[config.mk]
export PLATFORM = sky130hd
export DESIGN_NAME = clock_mode_ctrl
export DESIGN_NICKNAME = d
export VERILOG_FILES = /design/src/rtl/clock_mode_ctrl.sv
export SDC_FILE = /design/constraint.sdc
export NUM_CORES = 1
export LEC_CHECK = 0
export BUFFER_PORTS_ARGS = -buffer_cell sky130_fd_sc_hd__buf_2
export CAP_MARGIN = 20
export CELL_PAD_IN_SITES_DETAIL_PLACEMENT = 1
export CELL_PAD_IN_SITES_GLOBAL_PLACEMENT = 2
export CORE_ASPECT_RATIO = 0.7
export CORE_UTILIZATION = 26
export CTS_CLUSTER_DIAMETER = 30
export DETAILED_ROUTE_END_ITERATION = 6
export PLACE_DENSITY_LB_ADDON = 0.1
export SLEW_MARGIN = 20
export SYNTH_ARGS = -nofsm -noshare
export SYNTH_HDL_FRONTEND = slang
export SYNTH_SLANG_ARGS = --single-unit
export TNS_END_PERCENT = 5
[constraint.sdc]
create_clock -name Clk -period 2.5 [get_ports Clk]
set_clock_uncertainty 0.1 [all_clocks]
set_input_delay 0.375 -clock Clk [delete_from_list [all_inputs] [get_ports Clk]]
set_output_delay 0.375 -clock Clk [all_outputs]
set_load 0.1 [all_outputs]
[src/rtl/clock_mode_ctrl.sv]
// clock_mode_ctrl: mode/edit controller for the electric clock.
// Turns debounced key-press flags into a mode state machine, field selection and
// single-cycle adjust strobes, drives the countdown run/clear controls, and selects
// and blinks the 32-bit word shown on the 8-digit hex8 display.
//
// Ports:
//   Clk, Reset_n      clock, asynchronous active-low reset
//   Key_P_flag[3:0]   one-cycle press flags: [3]=mode [2]=field [1]=up/start [0]=down/clear
//   Tick_1s           one-cycle pulse when the time counter advances
//   Clock_data, Calendar_data, Alarm_data, Count_data   display source words
//   Mode              current mode (0 CLOCK .. 5 COUNTDOWN)
//   Edit_field        selected field: 0=[31:24], 1=[19:12], 2=[7:0]
//   Adj_inc, Adj_dec  one-cycle adjust strobes for the selected field
//   Adj_target        strobe target: 0=clock, 1=calendar, 2=alarm
//   Cd_run, Cd_clear  countdown run level and clear strobe
//   Disp_Data         registered word to hex8
module clock_mode_ctrl #(
    parameter int unsigned BLINK_HALF = 25_000_000 - 1,
    parameter logic [3:0]  BLANK      = 4'hF
) (
    input  logic        Clk,
    input  logic        Reset_n,
    input  logic [3:0]  Key_P_flag,
    input  logic        Tick_1s,
    input  logic [31:0] Clock_data,
    input  logic [31:0] Calendar_data,
    input  logic [31:0] Alarm_data,
    input  logic [31:0] Count_data,
    output logic [2:0]  Mode,
    output logic [1:0]  Edit_field,
    output logic        Adj_inc,
    output logic        Adj_dec,
    output logic [1:0]  Adj_target,
    output logic        Cd_run,
    output logic        Cd_clear,
    output logic [31:0] Disp_Data
);

    localparam int unsigned CntW = (BLINK_HALF > 0) ? $clog2(BLINK_HALF + 1) : 1;

    typedef enum logic [2:0] {
        ModeClock     = 3'd0,
        ModeClockSet  = 3'd1,
        ModeCal       = 3'd2,
        ModeCalSet    = 3'd3,
        ModeAlarmSet  = 3'd4,
        ModeCountdown = 3'd5
    } mode_e;

    mode_e            mode_q, mode_d, mode_nxt;
    logic [1:0]       edit_field_q, edit_field_d;
    logic             pend_q, pend_d;
    logic             pend_inc_q, pend_inc_d;
    logic [1:0]       adj_target_q;
    logic             cd_run_q, cd_run_d;
    logic             cd_clear_q, cd_clear_d;
    logic [CntW-1:0]  blink_cnt_q, blink_cnt_d;
    logic             blink_blank_q, blink_blank_d;
    logic [31:0]      disp_q, disp_d;

    logic key3, key2, key1, key0;
    logic set_mode, mode_chg, issue;

    // Only the highest-priority flag acts.
    assign key3 = Key_P_flag[3];
    assign key2 = Key_P_flag[2] & ~Key_P_flag[3];
    assign key1 = Key_P_flag[1] & ~|Key_P_flag[3:2];
    assign key0 = Key_P_flag[0] & ~|Key_P_flag[3:1];

    assign set_mode = (mode_q == ModeClockSet) || (mode_q == ModeCalSet) ||
                      (mode_q == ModeAlarmSet);

    // A pending request goes out on the first cycle the time counter is not ticking,
    // so the adjust never collides with a carry from Tick_1s.
    assign issue   = pend_q & ~Tick_1s;
    assign Adj_inc = issue & pend_inc_q;
    assign Adj_dec = issue & ~pend_inc_q;

    always_comb begin
        Adj_target = adj_target_q;
        case (mode_q)
            ModeClockSet: Adj_target = 2'd0;
            ModeCalSet:   Adj_target = 2'd1;
            ModeAlarmSet: Adj_target = 2'd2;
            default:      Adj_target = adj_target_q;
        endcase
    end

    always_comb begin
        case (mode_q)
            ModeClock:    mode_nxt = ModeClockSet;
            ModeClockSet: mode_nxt = ModeCal;
            ModeCal:      mode_nxt = ModeCalSet;
            ModeCalSet:   mode_nxt = ModeAlarmSet;
            ModeAlarmSet: mode_nxt = ModeCountdown;
            default:      mode_nxt = ModeClock;  // also recovers illegal codes 6/7
        endcase
    end

    assign mode_chg = key3 | (mode_q > ModeCountdown);

    always_comb begin
        mode_d       = mode_q;
        edit_field_d = edit_field_q;
        pend_d       = pend_q & ~issue;
        pend_inc_d   = pend_inc_q;
        cd_run_d     = cd_run_q;
        cd_clear_d   = 1'b0;
        if (blink_cnt_q == CntW'(BLINK_HALF)) begin
            blink_cnt_d   = '0;
            blink_blank_d = ~blink_blank_q;
        end else begin
            blink_cnt_d   = blink_cnt_q + CntW'(1);
            blink_blank_d = blink_blank_q;
        end

        if (mode_chg) begin
            mode_d        = mode_nxt;
            edit_field_d  = 2'd0;
            pend_d        = 1'b0;
            blink_cnt_d   = '0;
            blink_blank_d = 1'b0;
        end else begin
            if (set_mode) begin
                if (key2) begin
                    edit_field_d  = (edit_field_q == 2'd2) ? 2'd0 : edit_field_q + 2'd1;
                    blink_cnt_d   = '0;
                    blink_blank_d = 1'b0;
                end else if ((key1 | key0) && !pend_q) begin
                    pend_d     = 1'b1;
                    pend_inc_d = key1;
                end
            end
            if (mode_q == ModeCountdown) begin
                if (key1) begin
                    cd_run_d = ~cd_run_q;
                end else if (key0) begin
                    cd_clear_d = 1'b1;
                    cd_run_d   = 1'b0;
                end
            end
            // Keep the field just edited visible.
            if (issue) begin
                blink_cnt_d   = '0;
                blink_blank_d = 1'b0;
            end
        end
    end

    always_comb begin
        case (mode_q)
            ModeClock, ModeClockSet: disp_d = Clock_data;
            ModeCal, ModeCalSet:     disp_d = Calendar_data;
            ModeAlarmSet:            disp_d = Alarm_data;
            default:                 disp_d = Count_data;
        endcase
        if (set_mode && blink_blank_q) begin
            case (edit_field_q)
                2'd0:    disp_d[31:24] = {BLANK, BLANK};
                2'd1:    disp_d[19:12] = {BLANK, BLANK};
                2'd2:    disp_d[7:0]   = {BLANK, BLANK};
                default: ;
            endcase
        end
    end

    always_ff @(posedge Clk or negedge Reset_n) begin
        if (!Reset_n) begin
            mode_q        <= ModeClock;
            edit_field_q  <= 2'd0;
            pend_q        <= 1'b0;
            pend_inc_q    <= 1'b0;
            adj_target_q  <= 2'd0;
            cd_run_q      <= 1'b0;
            cd_clear_q    <= 1'b0;
            blink_cnt_q   <= '0;
            blink_blank_q <= 1'b0;
            disp_q        <= 32'd0;
        end else begin
            mode_q        <= mode_d;
            edit_field_q  <= edit_field_d;
            pend_q        <= pend_d;
            pend_inc_q    <= pend_inc_d;
            adj_target_q  <= Adj_target;
            cd_run_q      <= cd_run_d;
            cd_clear_q    <= cd_clear_d;
            blink_cnt_q   <= blink_cnt_d;
            blink_blank_q <= blink_blank_d;
            disp_q        <= disp_d;
        end
    end

    assign Mode       = mode_q;
    assign Edit_field = edit_field_q;
    assign Cd_run     = cd_run_q;
    assign Cd_clear   = cd_clear_q;
    assign Disp_Data  = disp_q;

endmodule

==> results of run 1 <==
## where the power goes
part / internal [W] / leakage (nW) / total, W / switching, W
Clock: 0.00108 / 0.177 / 0.00160 / 0.000519
Sequential: 0.00148 / 0.877 / 0.00173 / 0.000245
Combinational: 0.000967 / 1.44 / 0.00463 / 0.00366
## layout by cell type, fill, tap and decap left out, drive strengths merged, types with 12 or more instances in the layout
cell type and instances:
buf 185, nand2 76, dfrtp 69, o21ai 37, nor2b 35, a211oi 32
nor2 27, and3 25, xnor2 14, a21oi 12
## worst reg2reg max path: stages, from the launching register on
cell     delay [ns]
dfrtp_1        0.43
nand4_1        0.29
or4_1          0.77
or4_1          0.45
a21oi_1        0.16
## final timing paths
| check | start | end |
|---|---|---|
| setup / recovery | blink_cnt_q[7] | blink_cnt_q[24] |
| hold / removal | Key_P_flag[1] | Cd_clear |
| setup reg to reg | blink_cnt_q[7] | blink_cnt_q[24] |
| hold reg to reg | blink_cnt_q[0] | blink_cnt_q[0] |
| max in group asynchronous | Reset_n | Mode[1] |
| min in group asynchronous | Reset_n | Disp_Data[9] |
## cell families (layout without fill, tap and decap cells)
family | Yosys count | after routing | share of synthesized area [%]
AOI/OAI and AO/OA | 95 | 95 | 15.5
xor gates and xnor gates | 17 | 17 | 3.96
adders and majority gates | 1 | 1 | 0.333
buffers and inverters | 35 | 209 | 3.93
DFF | 69 | 69 | 45.9
muxes | 3 | 3 | 0.832
and+or+nand+nor | 215 | 215 | 29.5
## metal layers
layer | up-vias | global-route usage [%]
met5 | - | 0
met4 | 0 | 5.18
met3 | 14 | 6.24
met2 | 116 | 30.7
met1 | 1809 | 23.3
li1 | 1864 | -
## through the flow
| stage | hold WS, ns | setup WS [ns] | cell area [µm²] | total power (W) | utilization, % |
|---|---|---|---|---|---|
| floorplan | -0.0206 | 0.00410 | 3790 | 0.00538 | - |
| global placement | 0.336 | 0.317 | 4900 | 0.00638 | 35.0 |
| detailed placement | 0.335 | 0.244 | 4900 | 0.00643 | 35.0 |
| CTS | 0.127 | 0.227 | 5280 | 0.00807 | 37.7 |
| global route | 0.166 | 0.0948 | 5280 | 0.00839 | 37.7 |
| finish | 0.145 | 0.225 | 5280 | 0.00796 | 37.7 |
## repair_timing
item | 4_1_cts | 5_1_grt
hold buffers | 1 | 0
endpoints found under the hold margin | 69 | 0
gates resized for setup | 0 | 0
## state kept, by name (all words and copies together) (netlist names)
register / flops
blink_cnt_q: 25
Disp_Data: 32
Edit_field: 2
Cd_run: 1
pend_inc_q: 1
Mode: 3
blink_blank_q: 1
adj_target_q: 2
Cd_clear: 1
pend_q: 1
## layout make-up
class / count / area share (%)
Clock buffer: 9 / 4.26
Tap cell: 190 / 4.50
Sequential cell: 69 / 32.9
Multi-Input combinational cell: 331 / 36.0
Inverter: 7 / 0.497
Clock inverter: 7 / 2.75
Timing Repair Buffer: 186 / 19.1
==> metrics, run 1 <==
worst slew pin tran=0.523 ns; critical path peak fanout=9; die height=103 µm; P&R area growth vs syn=40.5%; Synth Flop Type=dfrtp_1; worst hold path depth=2; Syn Inst Count=435; CTS tree=done; setup bufs post-CTS=0; commonest cells in the netlist=nand2_1, dfrtp_1, o21ai_0, nor2b_1, a211oi_1; # diodes=0; largest net degree at the start of global routing=70; drt wl/cell=16.4 µm; max-cap violations=0; GPL Wtd Cong=0.789; Yosys reg bits=69; RSZ-0062 raised after global routing=false; Yosys cell types=41; R2R setup slack=0.23 ns; CP delay by family, top=simple AND/OR/NAND/NOR gates; number of synthesized flops with an enable pin=0; leakage power=2.49 nW; port bufs=177; initial antenna violation count=0; cell mode on critical path=or4_1; crit path DAT=2.44 ns; first-pass GRT wire length=21500 µm; CP startpoint kind=flop; WL met3=930 µm; CP endpoint kind=flop; Rows=36; remaining antenna violation count after routing=0; Crit Path Class=reg -> reg; ranking of synthesized cells by area=dfrtp_1, nand2_1, a211oi_1; Final Routed Wirelength=13100 µm; synthesized area per cell=8.64 µm²; ys async rst share=100%; Final TNS setup=0 ns; CTS clk-pin slew, worst paths=0.06 ns; core area=14000 µm²; Non-Filler Instances=799; Syn Nets=571; Post-Route M1 WL=6220 µm; max layer used=met4; Yosys top cell area share=45.9%; final period utilization=91.0%; total gr overflow=0; Die X=146 µm; max incr delay on CP=0.77 ns; Buf/Inv on CP=0; TritonRoute pass-1 iters=4; clock buffer depth=2; Post-Syn Area=3760 µm²; top-count cell post-synth=nand2_1; Critical Path Stages=4; f_max=440 MHz; Die ar.=14900 µm²; sequential-to-total area share from yosys stat=45.9%; DPL Wire Length=9680 µm; area occupied by multi-input gates=1900 µm²; Data required, critical path=2.66 ns; crit path time final=2.27 ns; initial core utilization=26.8%; Final Hold Viols=0; setup violators final=0; Rel. slew slack=65.4%; status=complete, no violations; CTS sink cnt=69; CTS Root Cell=clkbuf_16; Seq. cell area=1740 µm²; Hold Crit Class=in -> reg; number of H-tree levels=3; via density per instance=4.76; fillcell total=1687; crit path max-delay cell type=or4_1; cell taking the most area after synthesis=dfrtp_1; Ys Warns=0; DR iter-0 viols=79; DR vias=3803; final routed DRC violation total=0; # nets final=740; share of cells above drive strength 1=35.1%; pwr/cell area=1510 nW/µm²; GRT Total Usage=18.6%; vias in the first global route=4097; placed cell count=782; Clock Latency Late Sink=0.34 ns; sequence of cells on the critical path=nand4_1 > or4_1 > or4_1 > a21oi_1; Peak supply drop=0.000552 V; fin. max-slew vios=0; r2r worst-path depth=4; wire length on met2=5730 µm; I/O Pins=178; cts bufs inserted=9
(Power assumes the default switching activity.)
==> run 2, diff against run 1 <==
--- a/config.mk
+++ b/config.mk
@@ -10,7 +10,7 @@
 export CELL_PAD_IN_SITES_DETAIL_PLACEMENT = 1
 export CELL_PAD_IN_SITES_GLOBAL_PLACEMENT = 2
 export CORE_ASPECT_RATIO = 0.7
-export CORE_UTILIZATION = 26
+export CORE_UTILIZATION = 23
 export CTS_CLUSTER_DIAMETER = 30
 export DETAILED_ROUTE_END_ITERATION = 6
 export PLACE_DENSITY_LB_ADDON = 0.1
==> constraint.sdc (replaced) <==
create_clock -name Clk -period 2 [get_ports Clk]
set_clock_uncertainty 0.1 [all_clocks]
set_input_delay 0.3 -clock Clk [delete_from_list [all_inputs] [get_ports Clk]]
set_output_delay 0.3 -clock Clk [all_outputs]
set_load 0.1 [all_outputs]
==> run 2 against run 1 <==
Compared with the run above:
- the run now ends with setup timing left
- final area rose by 5.3%
- clock power grew 18%
- sequential power rose by 21%
- cell count rose by 6.9%
- hold slack got worse by 0.078 ns
- global-route usage down 1.3 points
- worst setup slack got worse by 0.40 ns
- register-to-register slack got worse by 0.40 ns
- critical endpoint is now blink_cnt_q[12]
- largest power group unchanged
- critical path depth increased by 1
- wire length grew 5.7%
- sequential share of layout area shrank 1.6 points
==> metrics, run 2 (synthesis gave the netlist of run 1 again) <==
status=finished, violations left; violated checks=setup timing; Comb pwr share=60.7%; Non-Filler Instances=854; crit path max-delay cell type=or4_4; P&R area growth vs syn=48.0%; CP endpoint kind=flop; worst hold path depth=2; placed cell count=835; vias in the first global route=4144; DPL Wire Length=10200 µm; max-cap violations=0; share of cells above drive strength 1=37.8%; max incr delay on CP=0.56 ns; worst slew pin tran=0.532 ns; Final Hold Viols=0; remaining antenna violation count after routing=0; R2R setup slack=-0.18 ns; Die ar.=16900 µm²; power share of the clock group=18.6%; Switch Pwr=0.00565 W; Hold Crit Class=in -> reg; Data required, critical path=2.13 ns; clock buffer depth=2; crit path time final=2.18 ns; DR vias=3930; initial core utilization=23.9%; f_max=460 MHz; end of the worst hold path=Cd_clear; initial antenna violation count=2; Net Sw Frac=55.7%; Rows=38; critical path peak fanout=24; RSZ-0062 raised after global routing=true; dpl cell area=5190 µm²; CTS tree=done; Die X=155 µm; CTS clk-pin slew, worst paths=0.06 ns; Clock Latency Late Sink=0.35 ns; Peak supply drop=0.000803 V; leakage power=2.62 nW; most frequent cells in the layout=buf_2, nand2_1, dfrtp_1, o21ai_0, nor2b_1; die height=109 µm; GRT Total Usage=17.3%; Crit Path Class=reg -> reg; drt wl/cell=16.2 µm; total gr overflow=0; Final Routed Wirelength=13800 µm; cts bufs inserted=9; I/O Pins=178; pwr/cell area=1820 nW/µm²; Rel. slew slack=64.8%; reg-to-reg startpoint=blink_cnt_q[8]; via density per instance=4.60; first-pass GRT wire length=21900 µm; CTS sink cnt=69; crit path DAT=2.30 ns; setup violators final=27; final period utilization=109%; max FFs per register=32; final routed DRC violation total=0; DR iter-0 viols=87; power after layout=0.0101 W; number of H-tree levels=3; port bufs=177; setup ws final=-0.175 ns; Internal=0.00449 W; # nets final=764; part of the power in registers=20.6%; Final TNS setup=-4.05 ns; design area=5560 µm²; r2r worst-path depth=5; leading cell type in the layout, fill and taps excluded=buf_2; sequence of cells on the critical path=or4b_1 > or4_4 > o211ai_2 > buf_12 > nor2_1; largest net degree at the start of global routing=70; GPL Wtd Cong=0.773; CTS Root Cell=clkbuf_16; TritonRoute pass-1 iters=5; core area=15700 µm²; setup bufs post-CTS=0; Worst Hold Launch=Key_P_flag[1]; fin. max-slew vios=0; CP startpoint kind=flop; r2r endpoint=blink_cnt_q[12]; Final Util=35.4%
## run 2: repair_timing
| item | 4_1_cts | 5_1_grt |
|---|---|---|
| cloned | 1 | 0 |
| pin swaps | 4 | 0 |
| hold buffers | 1 | 0 |
| endpoints found under the hold margin | 26 | 0 |
| endpoints found under the setup margin | 27 | 27 |
| gates resized for setup | 1 | 0 |
## run 2: critical path, delay by kind of cell, from the launching register on
| kind | cells | cell delay [ns] |
|---|---|---|
| simple gates | 3 | 1.15 |
| buf+inv | 1 | 0.19 |
| compound gates | 1 | 0.22 |
| flops | 1 | 0.38 |
## run 2: routing by layer
| metal | GRT usage, % | routed length (µm) | vias up |
|---|---|---|---|
| li1 | - | - | 1922 |
| met1 | 20.9 | 6270 | 1883 |
| met2 | 29.4 | 6430 | 113 |
| met3 | 6.56 | 997 | 10 |
| met4 | 3.68 | 113 | 2 |
| met5 | 0 | 13 | - |
## run 2: metrics by stage
| step | setup WS (ns) | hold WS [ns] |
|---|---|---|
| floorplan | -0.226 | -0.0956 |
| global placement | -0.140 | 0.167 |
| detailed placement | -0.170 | 0.166 |
| CTS | -0.180 | 0.0547 |
| global route | -0.252 | 0.0657 |
| finish | -0.175 | 0.0667 |
## run 2: area by class of cell
cell class / count / area [µm²]
Fill cell: 1882 / 10200
Multi-Input combinational cell: 332 / 1930
Inverter: 7 / 26.3
Clock inverter: 7 / 123
Clock buffer: 9 / 225
Timing Repair Buffer: 209 / 1250
Sequential cell: 69 / 1740
Tap cell: 220 / 275
Antenna cell: 1 / 2.50
## run 2: power by group through the flow
| stage | sequential, W | combinational (W) | clock [W] |
|---|---|---|---|
| floorplan | 0.00484 | 0.00201 | 0 |
| finish | 0.00209 | 0.00616 | 0.00189 |
| CTS | 0.00210 | 0.00625 | 0.00194 |
| detailed placement | 0.00211 | 0.00619 | 0 |
| global placement | 0.00209 | 0.00615 | 0 |
| global route | 0.00215 | 0.00654 | 0.00199 |
## run 2: worst max path at each step
stage | startpoint | endpoint | slack, ns | cells after the start
global route | blink_cnt_q[8] | blink_cnt_q[3] | -0.25 | 5
finish | blink_cnt_q[8] | blink_cnt_q[12] | -0.18 | 5
global placement | blink_cnt_q[10] | blink_cnt_q[11] | -0.14 | 5
floorplan | Mode[0] | Adj_target[0] | -0.23 | 6
detailed placement | blink_cnt_q[10] | blink_cnt_q[20] | -0.17 | 5
CTS | blink_cnt_q[8] | blink_cnt_q[20] | -0.18 | 5
